`config.mk`:
```
export PLATFORM = sky130hd
export DESIGN_NAME = uart_tx_arbiter
export DESIGN_NICKNAME = d
export VERILOG_FILES = /design/src/rtl/uart_tx_arbiter.sv
export SDC_FILE = /design/constraint.sdc
export NUM_CORES = 1
export LEC_CHECK = 0
export ABC_AREA = 1
export CAP_MARGIN = 0
export CORE_MARGIN = 2
export CORE_UTILIZATION = 40
export DETAILED_ROUTE_END_ITERATION = 16
export PLACE_DENSITY = 0.81
export SYNTH_ARGS = -nofsm -noshare
export SYNTH_HDL_FRONTEND = slang
export SYNTH_SLANG_ARGS = --single-unit
```
`constraint.sdc`:
```
create_clock -name txclk -period 2.1 [get_ports txclk]
set_clock_uncertainty 0.05 [all_clocks]
set_input_delay 0.525 -clock txclk [delete_from_list [all_inputs] [get_ports txclk]]
set_output_delay 0.525 -clock txclk [all_outputs]
set_load 0.05 [all_outputs]
```
`src/rtl/uart_tx_arbiter.sv`:
```
// uart_tx_arbiter: round-robin scheduler sharing one uart transmitter between NUM_REQ
// byte-producing clients. Sequences one byte at a time (load, wait for the uart to go
// busy, wait for it to drain, idle gap) and flags a uart that never accepts a load.
// Optional feature macro: UART_ARB_LOCK_EN adds a per-client lock input that keeps the
// grant on the same client across consecutive bytes of a frame.
module uart_tx_arbiter #(
  parameter int unsigned NUM_REQ      = 4,
  parameter int unsigned GAP_CYCLES   = 1,
  parameter int unsigned BUSY_TIMEOUT = 3
) (
  input  logic                 txclk,
  input  logic                 reset_n,
  input  logic [NUM_REQ-1:0]   req,
  input  logic [8*NUM_REQ-1:0] req_data,
  output logic [NUM_REQ-1:0]   ack,
  output logic [NUM_REQ-1:0]   grant,
  output logic                 ld_tx_data,
  output logic [7:0]           tx_data,
  output logic                 tx_enable,
  input  logic                 tx_empty,
  output logic                 busy,
  output logic                 err,
  input  logic                 clr_err
`ifdef UART_ARB_LOCK_EN
  ,
  input  logic [NUM_REQ-1:0]   lock
`endif
);

  localparam int unsigned IdxW = (NUM_REQ > 1) ? $clog2(NUM_REQ) : 1;
  // Width floors at 1 so a zero gap still gets a legal (unused) counter.
  localparam int unsigned GapW = (GAP_CYCLES > 0) ? $clog2(GAP_CYCLES + 1) : 1;
  localparam int unsigned ToW  = $clog2(BUSY_TIMEOUT + 1);

  localparam logic [GapW-1:0] GapLoad = GapW'((GAP_CYCLES > 0) ? GAP_CYCLES - 1 : 0);
  localparam logic [ToW-1:0]  ToLast  = ToW'(BUSY_TIMEOUT - 1);

  typedef enum logic [2:0] {
    StIdle,
    StLoad,
    StWaitBusy,
    StWaitDone,
    StGap
  } state_e;

  state_e            state_q, state_d;
  logic [NUM_REQ-1:0] grant_q, grant_d;
  logic [IdxW-1:0]   win_q, win_d;
  logic [IdxW-1:0]   last_q, last_d;
  logic [7:0]        data_q, data_d;
  logic [GapW-1:0]   gap_q, gap_d;
  logic [ToW-1:0]    to_q, to_d;
  logic              err_q, err_d;

  logic              rr_found;
  logic [IdxW-1:0]   rr_idx;
  logic [IdxW-1:0]   cand_idx;
  int unsigned       cand;
  logic              timeout;
  logic              byte_done;
  logic              relock;

  // Round-robin pick: first set request scanning upward from last_winner + 1.
  always_comb begin
    rr_found = 1'b0;
    rr_idx   = last_q;
    cand     = 0;
    cand_idx = '0;
    for (int unsigned k = 1; k <= NUM_REQ; k++) begin
      cand = 32'(last_q) + k;
      if (cand >= NUM_REQ) cand = cand - NUM_REQ;
      cand_idx = IdxW'(cand);
      if (!rr_found && req[cand_idx]) begin
        rr_found = 1'b1;
        rr_idx   = cand_idx;
      end
    end
  end

  // A locked client still requesting keeps the uart without re-arbitration.
`ifdef UART_ARB_LOCK_EN
  assign relock = lock[win_q] && req[win_q];
`else
  assign relock = 1'b0;
`endif

  // Next-state logic for the transfer sequencer and the sticky error flag.
  always_comb begin
    state_d   = state_q;
    grant_d   = grant_q;
    win_d     = win_q;
    last_d    = last_q;
    data_d    = data_q;
    gap_d     = gap_q;
    to_d      = to_q;
    err_d     = err_q;
    timeout   = 1'b0;
    byte_done = 1'b0;

    unique case (state_q)
      StIdle: begin
        if (rr_found && tx_empty) begin
          grant_d = NUM_REQ'(1) << rr_idx;
          win_d   = rr_idx;
          data_d  = req_data[{rr_idx, 3'b000} +: 8];
          state_d = StLoad;
        end
      end
      StLoad: begin
        last_d  = win_q;
        to_d    = '0;
        state_d = StWaitBusy;
      end
      StWaitBusy: begin
        if (!tx_empty) begin
          state_d = StWaitDone;
        end else if (to_q == ToLast) begin
          timeout = 1'b1;
          grant_d = '0;
          state_d = StIdle;
        end else begin
          to_d = to_q + 1'b1;
        end
      end
      StWaitDone: begin
        if (tx_empty) begin
          if (GAP_CYCLES == 0) begin
            byte_done = 1'b1;
          end else begin
            gap_d   = GapLoad;
            state_d = StGap;
          end
        end
      end
      StGap: begin
        if (gap_q == '0) byte_done = 1'b1;
        else gap_d = gap_q - 1'b1;
      end
      default: state_d = StIdle;
    endcase

    if (byte_done) begin
      if (relock) begin
        data_d  = req_data[{win_q, 3'b000} +: 8];
        state_d = StLoad;
      end else begin
        grant_d = '0;
        state_d = StIdle;
      end
    end

    // A new timeout wins over a simultaneous clear.
    if (timeout) err_d = 1'b1;
    else if (clr_err) err_d = 1'b0;
  end

  // State registers with synchronous active-low reset.
  always_ff @(posedge txclk) begin
    if (!reset_n) begin
      state_q <= StIdle;
      grant_q <= '0;
      win_q   <= '0;
      last_q  <= IdxW'(NUM_REQ - 1);
      data_q  <= '0;
      gap_q   <= '0;
      to_q    <= '0;
      err_q   <= 1'b0;
    end else begin
      state_q <= state_d;
      grant_q <= grant_d;
      win_q   <= win_d;
      last_q  <= last_d;
      data_q  <= data_d;
      gap_q   <= gap_d;
      to_q    <= to_d;
      err_q   <= err_d;
    end
  end

  // Outputs decoded from registered state only.
  always_comb begin
    ld_tx_data = (state_q == StLoad);
    ack        = (state_q == StLoad) ? grant_q : '0;
    tx_enable  = (state_q == StLoad) || (state_q == StWaitBusy) || (state_q == StWaitDone);
    busy       = (state_q != StIdle);
    grant      = grant_q;
    tx_data    = data_q;
    err        = err_q;
  end

endmodule

```
==> run summary <==
status - completed
Die W - 67.0 µm
vias in the first global route - 1734
kind of critical path - flip-flop to primary output
H-tree levels - 1
site row count - 22
IO buf count - 59
min Tclk post-route - 2.02 ns
top layer in use - met4
Setup crit end kind - primary output
Synth Instances - 243
Max Cap Violations - 0
Mapped Nets - 284
Max Slew Vio Count - 0
Ys Warns - 0
Hold-fix buffers, CTS - 0
min-delay src - tx_data[7]
Synth cell types - 29
maximum VDD drop - 0.000903 V
Slowest Stage Delay on Critical Path - 0.82 ns
post-synthesis sequential area ratio - 0.278
Core ar. - 3740 µm²
Hold Path Class - flip-flop to flip-flop
maximum fanout along the worst path - 3
Worst R2R End - tx_data[7]
met3 wire len - 323 µm
cell area after synthesis - 1590 µm²
measured slew at the worst slew-check pin - 0.505 ns
Relative slew margins - 0.662
pin count of the biggest net entering global routing - 18
via-per-instance ratio - 5.10
commonest non-fill, non-tap cells in the layout - 59 x nand2_1, 48 x nand3_1, 47 x clkdlybuf4s50_1
Fin. Hold Viols - 0
CP cell instances - clkdlybuf4s50_1
fin nets - 360
CP startpoint kind - flip-flop
detailed-routed wire length on met2 - 2390 µm
R2R depth - 13
power per cell area - 1840 nW/µm²
commonest non-fill, non-tap cell in the layout - nand2_1
ant diodes - 0
Reg-to-Reg Start - last_q[0]
Routed Antenna Nets - 0
Sink Count - 22
DRT iter0 DRCs - 157
Cells on Worst Hold Path - 2
RSZ-0062 raised after global routing - false
GRT Util Overall - 0.208
cts bufs inserted - 3
clk root buf - clkbuf_8
Starting Density - 0.423
Clock Pin Slew Worst Setup and Hold Paths - 0.08 ns
TritonRoute pass-1 iters - 4
CTS Buffer Depth - 2
GRT overflow - 0
leak pwr - 0.00113 µW
DP HPWL - 3460 µm
pre-CTS setup slack - -0.364 ns
ys flop type - dfxtp_1
r2r setup slk - 0.20 ns
Final setup viols - 0
layout cell share with drive strength beyond 1 - 0.248
Post-synth EDFFs - 0
Worst Path Buf+Inv - 1
worst skew pair latency - 0.26 ns
Avg Inst Size Synth - 6.52 µm²
Post-Route WL - 4670 µm
WHS Endpoint - tx_data[7]
fraction of registers with async set/reset - 0
die area - 4480 µm²
number of synthesized register bits - 22
final setup margin - 0.0761 ns
area added between synthesis and finish - 62.4%
slowest CP cell - clkdlybuf4s50_1
Finished Cell Area - 2570 µm²
Die Ht - 67.0 µm
Ports - 60
GPL Wtd Cong - 0.872
fin crit share - 0.964
Routed WL per cell - 12.8 µm
FMAX - 494 MHz
met1 WL - 1950 µm
CP arrival - 1.45 ns
placed cell areas - 2430 µm²
Vias - 1867
drc violations - 0
initial antenna violation count - 0
first-pass GRT wire length - 7230 µm
CTS tree - built
CP required - 1.52 ns
critical path's top delay family - buffers and inverters
## how the worst max path moves through the flow
| stage | start | end | slack (ns) | cells past startpoint |
|---|---|---|---|---|
| 5_1_grt | grant[2] | grant[2] | 0.02 | 1 |
| 6_report | grant[3] | grant[3] | 0.08 | 1 |
| 3_3_place_gp | req[2] | tx_data[4] | -0.34 | 12 |
| 3_5_place_dp | req[2] | tx_data[4] | -0.36 | 12 |
| 2_1_floorplan | state_q[0] | ack[0] | 0.02 | 4 |
| 4_1_cts | req[0] | tx_data[4] | 0.002 | 12 |
## Yosys cell counts, drive strengths merged, types with 4 or more instances
cell type,number,share of area
a21oi,21,0.076
dfxtp,22,0.28
nand2,82,0.24
inv,24,0.058
buf,6,0.034
nor2,14,0.035
o21ai,4,0.013
nand3,57,0.21
nor3,6,0.022
## per-stage QoR
stage / TNS, ns / hold WS, ns / power [µW] / cells / utilization
2_1_floorplan: 0 / 0.387 / 2980 / 243 / -
3_3_place_gp: -3.60 / 0.400 / 4030 / 360 / 0.648
3_5_place_dp: -4.22 / 0.406 / 4050 / 360 / 0.648
4_1_cts: 0 / 0.419 / 4490 / 364 / 0.670
5_1_grt: 0 / 0.431 / 5070 / 366 / 0.688
6_report: 0 / 0.417 / 4740 / 366 / 0.688
## flip-flops by register name, indices dropped and copies added (netlist names)
| signal | cells |
|---|---|
| grant | 4 |
| err | 1 |
| state_q | 3 |
| last_q | 2 |
| to_q | 2 |
| win_q | 2 |
| tx_data | 8 |
## final cells by class
cell class	instances	area [µm²]
clock inverter	1	30.0
tap	48	60.1
fill	307	1170
multi-input combinational	190	1050
timing repair buffer	78	855
sequential	22	442
clock buffer	3	41.3
inverter	24	92.6
## where the power goes
| part | leakage (µW) | total, µW | internal (µW) | switching [µW] |
|---|---|---|---|---|
| clock | 0.0000357 | 389 | 254 | 135 |
| sequential | 0.000180 | 644 | 546 | 97.8 |
| combinational | 0.000912 | 3700 | 1540 | 2160 |
## timing repair
action / CTS / global route
cloned: 0 / 2
endpoints found under the setup margin: 8 / 14
setup buffers: 0 / 0
gates resized for setup: 3 / 8
pin swaps: 0 / 4
## routing by layer
metal | global-route usage | vias up
met3 | 0.0372 | 2
met5 | 0 | -
met2 | 0.411 | 56
met1 | 0.234 | 855
met4 | 0.0230 | 0
li1 | - | 954
## cells by family after synthesis
family,count (synthesis),synth area share
buffers and inverters,31,0.0947
and+or+nand+nor,160,0.512
adders and majority gates,1,0.00789
AOI/OAI and AO/OA,29,0.107
DFF,22,0.278
(Power assumes the default switching activity.)
